## src/rtl/pipeline_hazard_ctrl.sv

```systemverilog
// Hazard/forwarding controller for a pipelined RV32I datapath: tracks EX and post-EX slots,
// drives stage load/flush controls and EX operand forwarding. Optional PIPELINE_HAZARD_PERF_EN.
module pipeline_hazard_ctrl #(
    parameter int unsigned REG_W     = 5,
    parameter int unsigned FWD_DEPTH = 2,
    parameter int unsigned CNT_W     = 32,
    parameter int unsigned SEL_W     = $clog2(FWD_DEPTH + 1)
) (
    input  logic             clk,
    input  logic             rst,
    input  logic             id_valid,
    input  logic [REG_W-1:0] id_rs1,
    input  logic [REG_W-1:0] id_rs2,
    input  logic             id_uses_rs1,
    input  logic             id_uses_rs2,
    input  logic [REG_W-1:0] id_rd,
    input  logic             id_wr_en,
    input  logic             id_is_load,
    input  logic             id_mem_op,
    input  logic             ex_br_taken,
    input  logic             imem_resp,
    input  logic             dmem_resp,
    output logic             ld_pc,
    output logic             ld_if_id,
    output logic             ld_id_ex,
    output logic             ld_ex_mem,
    output logic             ld_mem_wb,
    output logic             flush_if_id,
    output logic             flush_id_ex,
    output logic [SEL_W-1:0] fwd_rs1_sel,
    output logic [SEL_W-1:0] fwd_rs2_sel
`ifdef PIPELINE_HAZARD_PERF_EN
    ,
    output logic [CNT_W-1:0] perf_luse_cnt,
    output logic [CNT_W-1:0] perf_dstall_cnt,
    output logic [CNT_W-1:0] perf_flush_cnt
`endif
);

    localparam logic [2:0] CASE_RST    = 3'd0;
    localparam logic [2:0] CASE_DSTALL = 3'd1;
    localparam logic [2:0] CASE_BR     = 3'd2;
    localparam logic [2:0] CASE_LUSE   = 3'd3;
    localparam logic [2:0] CASE_IMISS  = 3'd4;
    localparam logic [2:0] CASE_NORM   = 3'd5;

    if (FWD_DEPTH < 2 || FWD_DEPTH > 6) begin : g_depth_chk
        $error("FWD_DEPTH out of range 2..6");
    end
    if (CNT_W < 1) begin : g_cnt_chk
        $error("CNT_W must be at least 1");
    end

    // EX slot
    logic             e_valid_q;
    logic [REG_W-1:0] e_rs1_q;
    logic [REG_W-1:0] e_rs2_q;
    logic             e_uses_rs1_q;
    logic             e_uses_rs2_q;
    logic [REG_W-1:0] e_rd_q;
    logic             e_wr_en_q;
    logic             e_is_load_q;
    logic             e_mem_op_q;

    // Post-EX slots, index 1 = MEM ... FWD_DEPTH = WB
    logic [FWD_DEPTH:1]            s_valid_q;
    logic [FWD_DEPTH:1][REG_W-1:0] s_rd_q;
    logic [FWD_DEPTH:1]            s_wr_en_q;
    logic [FWD_DEPTH:1]            s_mem_op_q;

    // A branch seen during a data stall is remembered until the stall clears
    logic br_pend_q;
    logic br_eff;

    logic       dstall;
    logic       luse;
    logic       rs1_hit;
    logic       rs2_hit;
    logic [2:0] sel;

    assign dstall  = s_valid_q[1] & s_mem_op_q[1] & ~dmem_resp;
    assign br_eff  = ex_br_taken | br_pend_q;
    assign rs1_hit = id_uses_rs1 & (id_rs1 == e_rd_q);
    assign rs2_hit = id_uses_rs2 & (id_rs2 == e_rd_q);
    assign luse    = e_valid_q & e_is_load_q & e_wr_en_q & (e_rd_q != '0) & id_valid &
                     (rs1_hit | rs2_hit);

    always_comb begin
        sel = CASE_NORM;
        if (rst) begin
            sel = CASE_RST;
        end else if (dstall) begin
            sel = CASE_DSTALL;
        end else if (br_eff) begin
            sel = CASE_BR;
        end else if (luse) begin
            sel = CASE_LUSE;
        end else if (!imem_resp) begin
            sel = CASE_IMISS;
        end
    end

    always_comb begin
        ld_pc       = 1'b1;
        ld_if_id    = 1'b1;
        ld_id_ex    = 1'b1;
        ld_ex_mem   = 1'b1;
        ld_mem_wb   = 1'b1;
        flush_if_id = 1'b0;
        flush_id_ex = 1'b0;
        unique case (sel)
            CASE_RST: begin
                ld_pc       = 1'b0;
                ld_if_id    = 1'b0;
                ld_id_ex    = 1'b0;
                ld_ex_mem   = 1'b0;
                ld_mem_wb   = 1'b0;
                flush_if_id = 1'b1;
                flush_id_ex = 1'b1;
            end
            CASE_DSTALL: begin
                ld_pc     = 1'b0;
                ld_if_id  = 1'b0;
                ld_id_ex  = 1'b0;
                ld_ex_mem = 1'b0;
                ld_mem_wb = 1'b0;
            end
            CASE_BR: begin
                flush_if_id = 1'b1;
                flush_id_ex = 1'b1;
            end
            CASE_LUSE: begin
                ld_pc       = 1'b0;
                ld_if_id    = 1'b0;
                flush_id_ex = 1'b1;
            end
            CASE_IMISS: begin
                ld_pc       = 1'b0;
                flush_if_id = 1'b1;
            end
            default: begin
            end
        endcase
    end

    // Descending scan so the youngest (lowest k) matching slot wins
    always_comb begin
        fwd_rs1_sel = '0;
        fwd_rs2_sel = '0;
        if (!rst && e_valid_q) begin
            for (int k = int'(FWD_DEPTH); k >= 1; k--) begin
                if (s_valid_q[k] && s_wr_en_q[k]) begin
                    if (e_uses_rs1_q && (e_rs1_q != '0) && (s_rd_q[k] == e_rs1_q)) begin
                        fwd_rs1_sel = SEL_W'(k);
                    end
                    if (e_uses_rs2_q && (e_rs2_q != '0) && (s_rd_q[k] == e_rs2_q)) begin
                        fwd_rs2_sel = SEL_W'(k);
                    end
                end
            end
        end
    end

    always_ff @(posedge clk) begin
        if (rst) begin
            e_valid_q <= 1'b0;
            s_valid_q <= '0;
            br_pend_q <= 1'b0;
        end else if (dstall) begin
            br_pend_q <= br_pend_q | ex_br_taken;
        end else begin
            for (int k = int'(FWD_DEPTH); k >= 2; k--) begin
                s_valid_q[k] <= s_valid_q[k-1];
            end
            s_valid_q[1] <= e_valid_q;
            e_valid_q    <= id_valid & ~flush_id_ex;
            br_pend_q    <= 1'b0;
        end
    end

    always_ff @(posedge clk) begin
        if (!rst && !dstall) begin
            for (int k = int'(FWD_DEPTH); k >= 2; k--) begin
                s_rd_q[k]     <= s_rd_q[k-1];
                s_wr_en_q[k]  <= s_wr_en_q[k-1];
                s_mem_op_q[k] <= s_mem_op_q[k-1];
            end
            s_rd_q[1]     <= e_rd_q;
            s_wr_en_q[1]  <= e_wr_en_q;
            s_mem_op_q[1] <= e_mem_op_q;
            e_rs1_q       <= id_rs1;
            e_rs2_q       <= id_rs2;
            e_uses_rs1_q  <= id_uses_rs1;
            e_uses_rs2_q  <= id_uses_rs2;
            e_rd_q        <= id_rd;
            e_wr_en_q     <= id_wr_en;
            e_is_load_q   <= id_is_load;
            e_mem_op_q    <= id_mem_op;
        end
    end

`ifdef PIPELINE_HAZARD_PERF_EN
    logic [CNT_W-1:0] luse_cnt_q, luse_cnt_d;
    logic [CNT_W-1:0] dstall_cnt_q, dstall_cnt_d;
    logic [CNT_W-1:0] flush_cnt_q, flush_cnt_d;

    always_comb begin
        luse_cnt_d   = luse_cnt_q + CNT_W'(sel == CASE_LUSE);
        dstall_cnt_d = dstall_cnt_q + CNT_W'(sel == CASE_DSTALL);
        flush_cnt_d  = flush_cnt_q + CNT_W'(sel == CASE_BR);
    end

    always_ff @(posedge clk) begin
        if (rst) begin
            luse_cnt_q   <= '0;
            dstall_cnt_q <= '0;
            flush_cnt_q  <= '0;
        end else begin
            luse_cnt_q   <= luse_cnt_d;
            dstall_cnt_q <= dstall_cnt_d;
            flush_cnt_q  <= flush_cnt_d;
        end
    end

    assign perf_luse_cnt   = luse_cnt_q;
    assign perf_dstall_cnt = dstall_cnt_q;
    assign perf_flush_cnt  = flush_cnt_q;
`else
    // No performance counters in this build.
`endif

endmodule

```

## config.mk

```make
export PLATFORM = sky130hd
export DESIGN_NAME = pipeline_hazard_ctrl
export DESIGN_NICKNAME = d
export VERILOG_FILES = /design/src/rtl/pipeline_hazard_ctrl.sv
export SDC_FILE = /design/constraint.sdc
export NUM_CORES = 1
export LEC_CHECK = 0
export CAP_MARGIN = 40
export CORE_MARGIN = 3
export CORE_UTILIZATION = 35
export DETAILED_ROUTE_END_ITERATION = 10
export HOLD_SLACK_MARGIN = 0.12
export PLACE_DENSITY = 0.64
export SLEW_MARGIN = 10
export SYNTH_ARGS = -nofsm -noshare
export SYNTH_HDL_FRONTEND = slang
export SYNTH_SLANG_ARGS = --single-unit
```

## constraint.sdc

```tcl
create_clock -name clk -period 8.29 [get_ports clk]
set_input_delay 1.658 -clock clk [delete_from_list [all_inputs] [get_ports clk]]
set_output_delay 1.658 -clock clk [all_outputs]
set_load 0.005 [all_outputs]
```

Yosys cells after proc, flatten, opt, wreduce, memory -nomap -nowiden
Cells that the tools add are included.
{ "totals": {"reg_bits": 37, "output_inout_bits": 11, "wordCells": 82} }
{ "classes": {"mux": 20, "bitwise_logic": 15, "n_eq_ne": 10, "reduce_logical": 22} }
{ "op_table": {"columns": ["cell", "n"], "rows": [
  ["5-bit equality test", 6],
  ["2-bit two-way mux", 10],
  ["5-bit nonzero test", 3],
  ["3-bit two-way mux", 4],
  ["1-bit AND", 10],
  ["1-bit logical AND", 10],
  ["3-bit OR reduction", 3],
  ["3-bit by 2-bit equality test with 1-bit output, second input constant", 2],
  ["1-bit two-way mux", 6],
  ["2-bit OR reduction", 2],
  ["4-bit OR reduction", 1],
  ["3-bit by 1-bit equality test with 1-bit output, second input constant", 1],
  ["3-bit equality test, second input constant", 1],
  ["3-bit zero test", 1],
  ["1-bit inverter", 3],
  ["1-bit zero test", 2],
  ["1-bit OR", 2]
]} }

Logic depth before layout (Yosys ltp)
Gate-level depths: netlist (run 1).
{ "logic_depth": {"word_depth": 14, "depth_mapped": 5, "ltp_nobuf": 5} }

Worst setup path after synthesis (run 1)
No wires, ideal clock.
{ "synth_timing": {"path_kind": "input -> output", "from": "in dmem_resp", "to": "out ld_pc", "setup_slack_ps": 2953, "required_ps": 6632, "t_arrival_ps": 3679, "path_stages": 3, "n_path_buf": 0, "cell_sequence": "nor2_1 nor2_1 o311a_1"} }
{ "synth_between": {"elab_chain_cells": 7, "word_cells_on_any_way": 10, "cone_classes": "eq/ne: 3; mux: 3; bitwise: 2; reduce/logical: 2"} }
{ "synth_lines": {"columns": ["item", "line", "text"], "rows": [
  ["start: declaration", "22", "input logic dmem_resp,"],
  ["1-bit inverter (*)", "81", "assign dstall = s_valid_q[1] & s_mem_op_q[1] & ~dmem_resp;"],
  ["1-bit AND (*)", "81", null],
  ["3-bit two-way mux (*)", "92", "end else if (dstall) begin"],
  ["3-bit two-way mux (*)", "90", "if (rst) begin"],
  ["3-bit by 2-bit equality test with 1-bit output (tied with other cells)", "111", "unique case (sel)"],
  ["4-bit OR reduction (no source line) (*)", null, null],
  ["1-bit two-way mux (*)", "111", null],
  ["end: declaration", "23", "output logic ld_pc,"]
]} }
Mark *: on every way between the ends. The rest lies on a longest branch, timed or not.

Final worst setup path (run 1)
{ "layout_timing": {"from": "in rst", "to": "out ld_ex_mem"} }
{ "layout_between": {"elab_chain_cells": 4, "word_cells_on_any_way": 5, "cone_classes": "eq/ne: 1; mux: 2; reduce/logical: 2"} }
{ "layout_lines": {"columns": ["item", "line", "text"], "rows": [
  ["start: declaration", "10", "input logic rst,"],
  ["3-bit two-way mux (*)", "90", null],
  ["3-bit by 1-bit equality test with 1-bit output or 3-bit zero test (tied branches)", "111", null],
  ["2-bit OR reduction (no source line) (*)", null, null],
  ["1-bit two-way mux (*)", "111", null],
  ["end: declaration", "26", "output logic ld_ex_mem,"]
]} }
Marked as above.

==> impl_table.tex, run 1 <==
\begin{tabular}{lr}
\hline
Metric & Value \\
\hline
\multicolumn{2}{l}{\textbf{Global route}} \\
Total gr overflow & 0 \\
Wire length of the first global-routing pass & 5470 µm \\
Initial antenna violation count & 0 \\
Via count of the first global-routing pass & approximately 1,100 \\
Largest net degree at the start of global routing & 28 \\
Total track usage & 13.5\% \\
\multicolumn{2}{l}{\textbf{Min path}} \\
End point of the worst hold path & s\_mem\_op\_q[1] \\
Hold Path Stages & 0 \\
Class of the tightest hold or removal check & reg -> reg \\
Worst Hold Launch & e\_mem\_op\_q \\
\multicolumn{2}{l}{\textbf{Setup path}} \\
Number of cell instances on the worst register-to-register path & 4 \\
Crit path kind & in -> out \\
Maximum fanout along the worst path & 27 \\
Critical Path End Type & output pin \\
Worst-path cell with the longest stage delay & clkdlybuf4s50\_1 \\
WP data arrival & between 3 and 4 ns \\
Origin of the critical flop-to-flop path & s\_mem\_op\_q[1] \\
Count of buffering cells on the critical path with inverters included & 3 \\
Critical path's top delay family & buffers and inverters \\
R2r endpoint & e\_rs2\_q[3] \\
Largest stage delay on the critical path & 0.57 ns \\
Required @ worst endpoint & around 6.6 ns \\
Register-to-register setup slack & 6.54 ns \\
Worst Setup Start Kind & primary input \\
Critical Path, Cell by Cell & clkdlybuf4s50\_1, nor2\_2, buf\_4, clkdlybuf4s50\_1 \\
Most repeated library cell on the critical path & clkdlybuf4s50\_1 \\
\multicolumn{2}{l}{\textbf{Yosys}} \\
Register area share after synthesis & 65.1\% \\
Proportion of register bits with asynchronous set or reset after synthesis & 0\% \\
Netlist Area Pre-Place & 1640 µm² \\
Synth Area per Inst & 13.7 µm² \\
Portion of synthesized cell area occupied by the leading cell type & 60.3\% \\
Most repeated cell in the gate-level netlist after synthesis & edfxtp\_1 \\
Number of synthesized register bits & 37 \\
Syn. warnings & 0 \\
Number of enable-type register cells in the synthesized netlist & 33 \\
Cell type with the largest total area after synthesis & edfxtp\_1 \\
Predominant post-synthesis flop cell & edfxtp\_1 \\
Dominant cells by area after synthesis & edfxtp\_1 60\%, xnor2\_1 15\%, dfxtp\_1 4.9\% \\
Top post-synthesis cells by count & 33 x edfxtp\_1, 28 x xnor2\_1, 10 x nand2\_1, 10 x nor2\_1, 7 x nand4\_1 \\
Instance count of the mapped netlist & 120 \\
Mapped Nets & 146 \\
Number of distinct library cells after synthesis & 23 \\
\multicolumn{2}{l}{\textbf{STA}} \\
Max\_slew headroom & approximately 63\% \\
Final setup violation count & 0 \\
Min Tclk post-route & approximately 5.3 ns \\
Transition at the pin with the smallest max-transition slack & 0.548 ns \\
Clock Skews & 0.00832 ns \\
Fin crit share & 64.5\% \\
Fin Setup TNS & 0 ns \\
Achievable Freq & 187 MHz \\
Hold Worst Slack & about 0.42 ns \\
Unrepaired setup endpoints after global routing & no \\
Hold violation total from the final report & 0 \\
Number of pins with negative max-slew slack in the final report & 0 \\
\multicolumn{2}{l}{\textbf{Clock network}} \\
Max H-tree Level & 2 \\
Sink Count & 37 \\
Worst-case clock buffer depth & 2 \\
Number of cells upsized or downsized after cts & 0 \\
Root cell of the clock tree & clkbuf\_8 \\
\# Post-CTS Setup Buffers & 0 \\
Clock-pin slew on the worst setup and hold paths & approximately 0.07 ns \\
TritonCTS clock tree & yes \\
TritonCTS buffer count & 5 \\
Clock Latency Late Sink & 0.28 ns \\
Post-CTS Hold Buffers & 0 \\
\multicolumn{2}{l}{\textbf{Floorplan}} \\
Overall die area & 5560 µm² \\
Site Rows & 24 \\
Area inside the core boundary & 4440 µm² \\
Starting utilization of the core area & a little under two fifths \\
I/O Pins & 37 \\
Die Y-Extent & roughly 75 µm \\
Width of the die & 74.5 µm \\
\multicolumn{2}{l}{\textbf{Detailed routing}} \\
Starting DRC count in detailed routing & 39 \\
Metal2 WL & 1750 µm \\
DRC violation count after routing & 0 \\
TritonRoute pass-1 iters & 4 \\
Wirelength per Cell & 15.8 µm \\
Top Layer Used & met4 \\
Total wire length after detailed routing & 3390 µm \\
Post-route antenna net violation count & 0 \\
Via Count & 1,058 \\
Detailed-routed wire length on met3 & between 90 and 100 µm \\
Wire length on met1 & 1480 µm \\
Drt via density & 4.92 \\
\multicolumn{2}{l}{\textbf{Final layout}} \\
Number of antenna repair diodes & 0 \\
Area growth from synthesis to layout & 32.6\% \\
Layout cells sized above 1 & 8.59\% \\
Nets & approximately 190 \\
\multicolumn{2}{l}{\textbf{Placement}} \\
Half-perimeter wire length after detailed placement & 2620 µm \\
Weighted congestion at the end of routability-driven global placement & 0.824 \\
Number of buffer cells added on primary ports & 36 \\
\multicolumn{2}{l}{\textbf{Power and ir drop}} \\
Power density cells & 195 nW/µm² \\
Static Leakage & 0.700 nW \\
IR drop worst, VDD & 0.000112 V \\
\multicolumn{2}{l}{\textbf{Outcome}} \\
Outcome & finished, final reports clean \\
\multicolumn{2}{l}{\textbf{Flow run}} \\
Max cap viols & 0 \\
\hline
\end{tabular}
-- layout by cell type, fill, tap and decap left out, drive strengths merged --
master,count
o22ai,1
a41o,1
o21ai,4
a21oi,2
o311a,1
buf,1
clkdlybuf4s50,36
nor2,10
dfxtp,4
nor4b,2
a41oi,1
xor2,2
and2,1
a21boi,1
inv,1
edfxtp,33
nand3,2
or2,1
nor3,2
xnor2,28
or4,4
bufinv,1
nand4,7
nand2,10
clkbuf,7
-- kinds of logic after synthesis --
group | count (synthesis) | synth area share [%]
AOI/OAI and AO/OA | 11 | 4.87
xor gates and xnor gates | 30 | 16.0
buffers and inverters | 3 | 1.14
DFF | 37 | 65.1
and+or+nand+nor | 39 | 12.9
-- per-stage QoR --
stage / setup WS [ns] / util [%] / instances / total power [mW] / area [µm²]
final: 2.95 / 49.1 / 215 / 0.424 / 2180
after global routing: 2.82 / 49.1 / 215 / 0.440 / 2180
after CTS: 2.94 / 49.1 / 215 / 0.428 / 2180
after detailed placement: 2.95 / 46.5 / 207 / 0.272 / 2060
after global placement: 3.03 / 46.5 / 207 / 0.270 / 2060
after floorplan: 2.95 / - / 120 / 0.248 / 1640
-- worst max-delay path by stage --
stage / slack (ns) / startpoint / endpoint / depth (start not counted)
floorplan: 2.95 / dmem_resp / ld_pc / 3
global placement: 3.03 / rst / ld_ex_mem / 4
detailed placement: 2.95 / rst / ld_ex_mem / 4
CTS: 2.94 / rst / ld_ex_mem / 4
global route: 2.82 / rst / fwd_rs2_sel[1] / 7
finish: 2.95 / rst / ld_ex_mem / 4
-- layer usage --
layer / vias to the layer above / track usage [%]
met3: 6 / 4.05
met1: 500 / 17.6
li1: 526 / -
met2: 26 / 21.0
met4: 0 / 5.53
met5: - / 0
-- registers in the layout, indices dropped and copies added (netlist names) --
name	flops
s_mem_op_q	1
e_rs1_q	5
e_is_load_q	1
e_wr_en_q	1
e_valid_q	1
e_mem_op_q	1
s_wr_en_q	2
br_pend_q	1
e_rs2_q	5
s_rd_q	10
s_valid_q	2
e_rd_q	5
e_uses_rs2_q	1
e_uses_rs1_q	1
-- worst register-to-register path, cell delays in order, from the launching register on --
cell and delay, ns:
edfxtp_1 0.38, nand2_1 0.09, nor2_1 0.07, nor2_2 0.44
buf_4 0.44
-- final cells by class --
type / count / area, µm²
multi-input cells: 80 / 557
clock buffers: 7 / 86.3
repair buffers: 37 / 368
fillers: 392 / 2260
inverters: 1 / 3.75
clock inverters: 1 / 30.0
well taps: 52 / 65.1
flip-flops and latches: 37 / 1070
-- power by group --
part	total (mW)	leakage (nW)	internal [mW]	switching [mW]
registers	0.224	0.355	0.215	0.00932
logic	0.0430	0.287	0.0260	0.0170
clock network	0.157	0.0585	0.0980	0.0589
Note: power is estimated with default switching activity, not from simulation.
==> run 2: changes to the inputs <==
--- a/config.mk
+++ b/config.mk
@@ -10,7 +10,7 @@
 export CORE_UTILIZATION = 35
 export DETAILED_ROUTE_END_ITERATION = 10
 export HOLD_SLACK_MARGIN = 0.12
-export PLACE_DENSITY = 0.64
+export PLACE_DENSITY = 0.66
 export SLEW_MARGIN = 10
 export SYNTH_ARGS = -nofsm -noshare
 export SYNTH_HDL_FRONTEND = slang
==> constraint.sdc (replaced) <==
create_clock -name clk -period 4.73 [get_ports clk]
set_input_delay 0.946 -clock clk [delete_from_list [all_inputs] [get_ports clk]]
set_output_delay 0.946 -clock clk [all_outputs]
set_load 0.005 [all_outputs]
==> impl_table.tex, run 2 (synthesis results as in run 1) <==
\begin{tabular}{lr}
\hline
Metric & Value \\
\hline
\multicolumn{2}{l}{\textbf{Power and ir drop}} \\
Part of the total power dissipated in the clock network & 37.7\% \\
Power dissipated by switching net loads & approximately 160 µW \\
Sum of internal, switching and leakage power & 750 µW \\
Power density cells & 342 nW/µm² \\
Cell-internal power & 594 µW \\
Switching part of the total & 20.8\% \\
Power share of the combinational group & 10.0\% \\
Sequential share of power & 52.4\% \\
IR drop worst, VDD & 0.000177 V \\
Static Leakage & between 0.7 and 0.8 nW \\
\multicolumn{2}{l}{\textbf{Final layout}} \\
Fillcell total & 387 \\
Register bank with the most flops & s\_rd\_q \\
Layout cells sized above 1 & 9.76\% \\
Nets & 189 \\
Area growth from synthesis to layout & 33.3\% \\
Most used cells in the layout excluding fill and tap cells & 36 x clkdlybuf4s50\_1, 33 x edfxtp\_1, 28 x xnor2\_1 \\
Most common cell after layout, fill and taps aside & clkdlybuf4s50\_1 \\
Number of antenna repair diodes & 0 \\
Flip-flop count of the largest register, all copies and words added & 10 \\
\multicolumn{2}{l}{\textbf{Setup path}} \\
Critical path's top delay family & buffers and inverters \\
Maximum fanout along the worst path & 6 \\
Most repeated library cell on the critical path & clkdlybuf4s50\_1 \\
Required @ worst endpoint & about 3.8 ns \\
Crit path kind & in -> out \\
Critical Path End Type & output pin \\
Worst Setup Start Kind & primary input \\
WP data arrival & 2.95 ns \\
Largest stage delay on the critical path & $\sim$0.54 ns \\
Count of buffering cells on the critical path with inverters included & 3 \\
Critical Path, Cell by Cell & clkdlybuf4s50\_1, inv\_1, nand2\_1, nor2\_1, nand4\_1, nor4b\_2, clkdlybuf4s50\_1 \\
Worst-path cell with the longest stage delay & clkdlybuf4s50\_1 \\
\multicolumn{2}{l}{\textbf{STA}} \\
Number of pins with negative max-slew slack in the final report & 0 \\
Max\_slew headroom & 79.1\% \\
Clock Skews & 0.00695 ns \\
Min Tclk post-route & 3.90 ns \\
Achievable Freq & 257 MHz \\
Fin crit share & between 80\% and 90\% \\
Hold violation total from the final report & 0 \\
Unrepaired setup endpoints after global routing & no \\
Transition at the pin with the smallest max-transition slack & 0.314 ns \\
Fin Setup TNS & 0 ns \\
Final setup violation count & 0 \\
\multicolumn{2}{l}{\textbf{Global route}} \\
Initial antenna violation count & 0 \\
Total gr overflow & 0 \\
Via count of the first global-routing pass & 1,110 \\
Total track usage & roughly an eighth \\
Largest net degree at the start of global routing & 27 \\
Wire length of the first global-routing pass & 5110 µm \\
\multicolumn{2}{l}{\textbf{Clock network}} \\
Root cell of the clock tree & clkbuf\_8 \\
\# Post-CTS Setup Buffers & 0 \\
TritonCTS clock tree & yes \\
Clock Latency Late Sink & 0.28 ns \\
Post-CTS Hold Buffers & 0 \\
Sink Count & 37 \\
Worst-case clock buffer depth & 2 \\
TritonCTS buffer count & 5 \\
Clock-pin slew on the worst setup and hold paths & 0.08 ns \\
Max H-tree Level & 2 \\
Number of cells upsized or downsized after cts & 0 \\
\multicolumn{2}{l}{\textbf{Placement}} \\
Weighted congestion at the end of routability-driven global placement & 0.805 \\
Number of buffer cells added on primary ports & 36 \\
Half-perimeter wire length after detailed placement & around 2500 µm \\
\multicolumn{2}{l}{\textbf{Outcome}} \\
Outcome & finished, final reports clean \\
\multicolumn{2}{l}{\textbf{Floorplan}} \\
Width of the die & 74.5 µm \\
Area inside the core boundary & 4440 µm² \\
Site Rows & 24 \\
I/O Pins & 37 \\
Overall die area & roughly 5600 µm² \\
Starting utilization of the core area & 37.0\% \\
Die Y-Extent & $\sim$75 µm \\
\multicolumn{2}{l}{\textbf{Flow run}} \\
Max cap viols & 0 \\
\multicolumn{2}{l}{\textbf{Detailed routing}} \\
Metal2 WL & about 1700 µm \\
Detailed-routed wire length on met3 & 105 µm \\
Post-route antenna net violation count & 0 \\
DRC violation count after routing & 0 \\
Top Layer Used & met3 \\
Total wire length after detailed routing & 3190 µm \\
Via Count & 1,081 \\
Starting DRC count in detailed routing & 67 \\
TritonRoute pass-1 iters & 4 \\
Wirelength per Cell & between 10 and 15 µm \\
Wire length on met1 & between 1000 and 1500 µm \\
Drt via density & 5.00 \\
\multicolumn{2}{l}{\textbf{Min path}} \\
Class of the tightest hold or removal check & reg -> reg \\
\hline
\end{tabular}
-- run 2: cell types whose count changed in the layout (fill, tap and decap cells not counted), sizes merged --
cell / before / now
clkbuf: 7 / 6
buf: 1 / 2
clkinvlp: 0 / 1
-- run 2: power by group through the flow --
| stage | registers, mW | clock network, mW | logic [mW] |
|---|---|---|---|
| after global routing | 0.395 | 0.305 | 0.0817 |
| final | 0.393 | 0.282 | 0.0747 |
| after floorplan | 0.396 | 0 | 0.0378 |
| after global placement | 0.399 | 0 | 0.0744 |
| after detailed placement | 0.400 | 0 | 0.0754 |
| after CTS | 0.393 | 0.287 | 0.0758 |
-- run 2: final timing paths --
check,startpoint,to,slack (ns),cells after the start
worst max register to register,e_rd_q[0],e_valid_q,3.09,5
worst min-delay path,e_mem_op_q,s_mem_op_q[1],0.43,0
worst max-delay path,rst,fwd_rs2_sel[1],0.83,7
worst min register to register,e_mem_op_q,s_mem_op_q[1],0.43,0
-- run 2: final cells by class --
type / instances / area [µm²] / share of cell area (%)
clock buffer: 6 / 82.6 / 3.77
tap: 52 / 65.1 / 2.97
inverter: 1 / 3.75 / 0.171
timing repair buffer: 38 / 375 / 17.1
clock inverter: 2 / 37.5 / 1.71
multi-input combinational: 80 / 557 / 25.4
sequential: 37 / 1070 / 48.9
-- run 2: metrics by stage --
step	setup slack [ns]	area (µm²)	hold WS, ns	utilization (%)	std cells
after global routing	0.680	2190	0.441	49.3	216
after global placement	0.894	2070	0.420	46.6	208
after detailed placement	0.828	2070	0.414	46.6	208
final	0.835	2190	0.431	49.3	216
after floorplan	0.817	1640	0.400	-	120
after CTS	0.845	2190	0.433	49.3	216
-- run 2: per-layer routing --
metal | up-vias | global-route usage [%]
met1 | 528 | 15.3
li1 | 525 | -
met5 | - | 0
met2 | 28 | 20.8
met4 | 0 | 4.74
met3 | 0 | 3.65
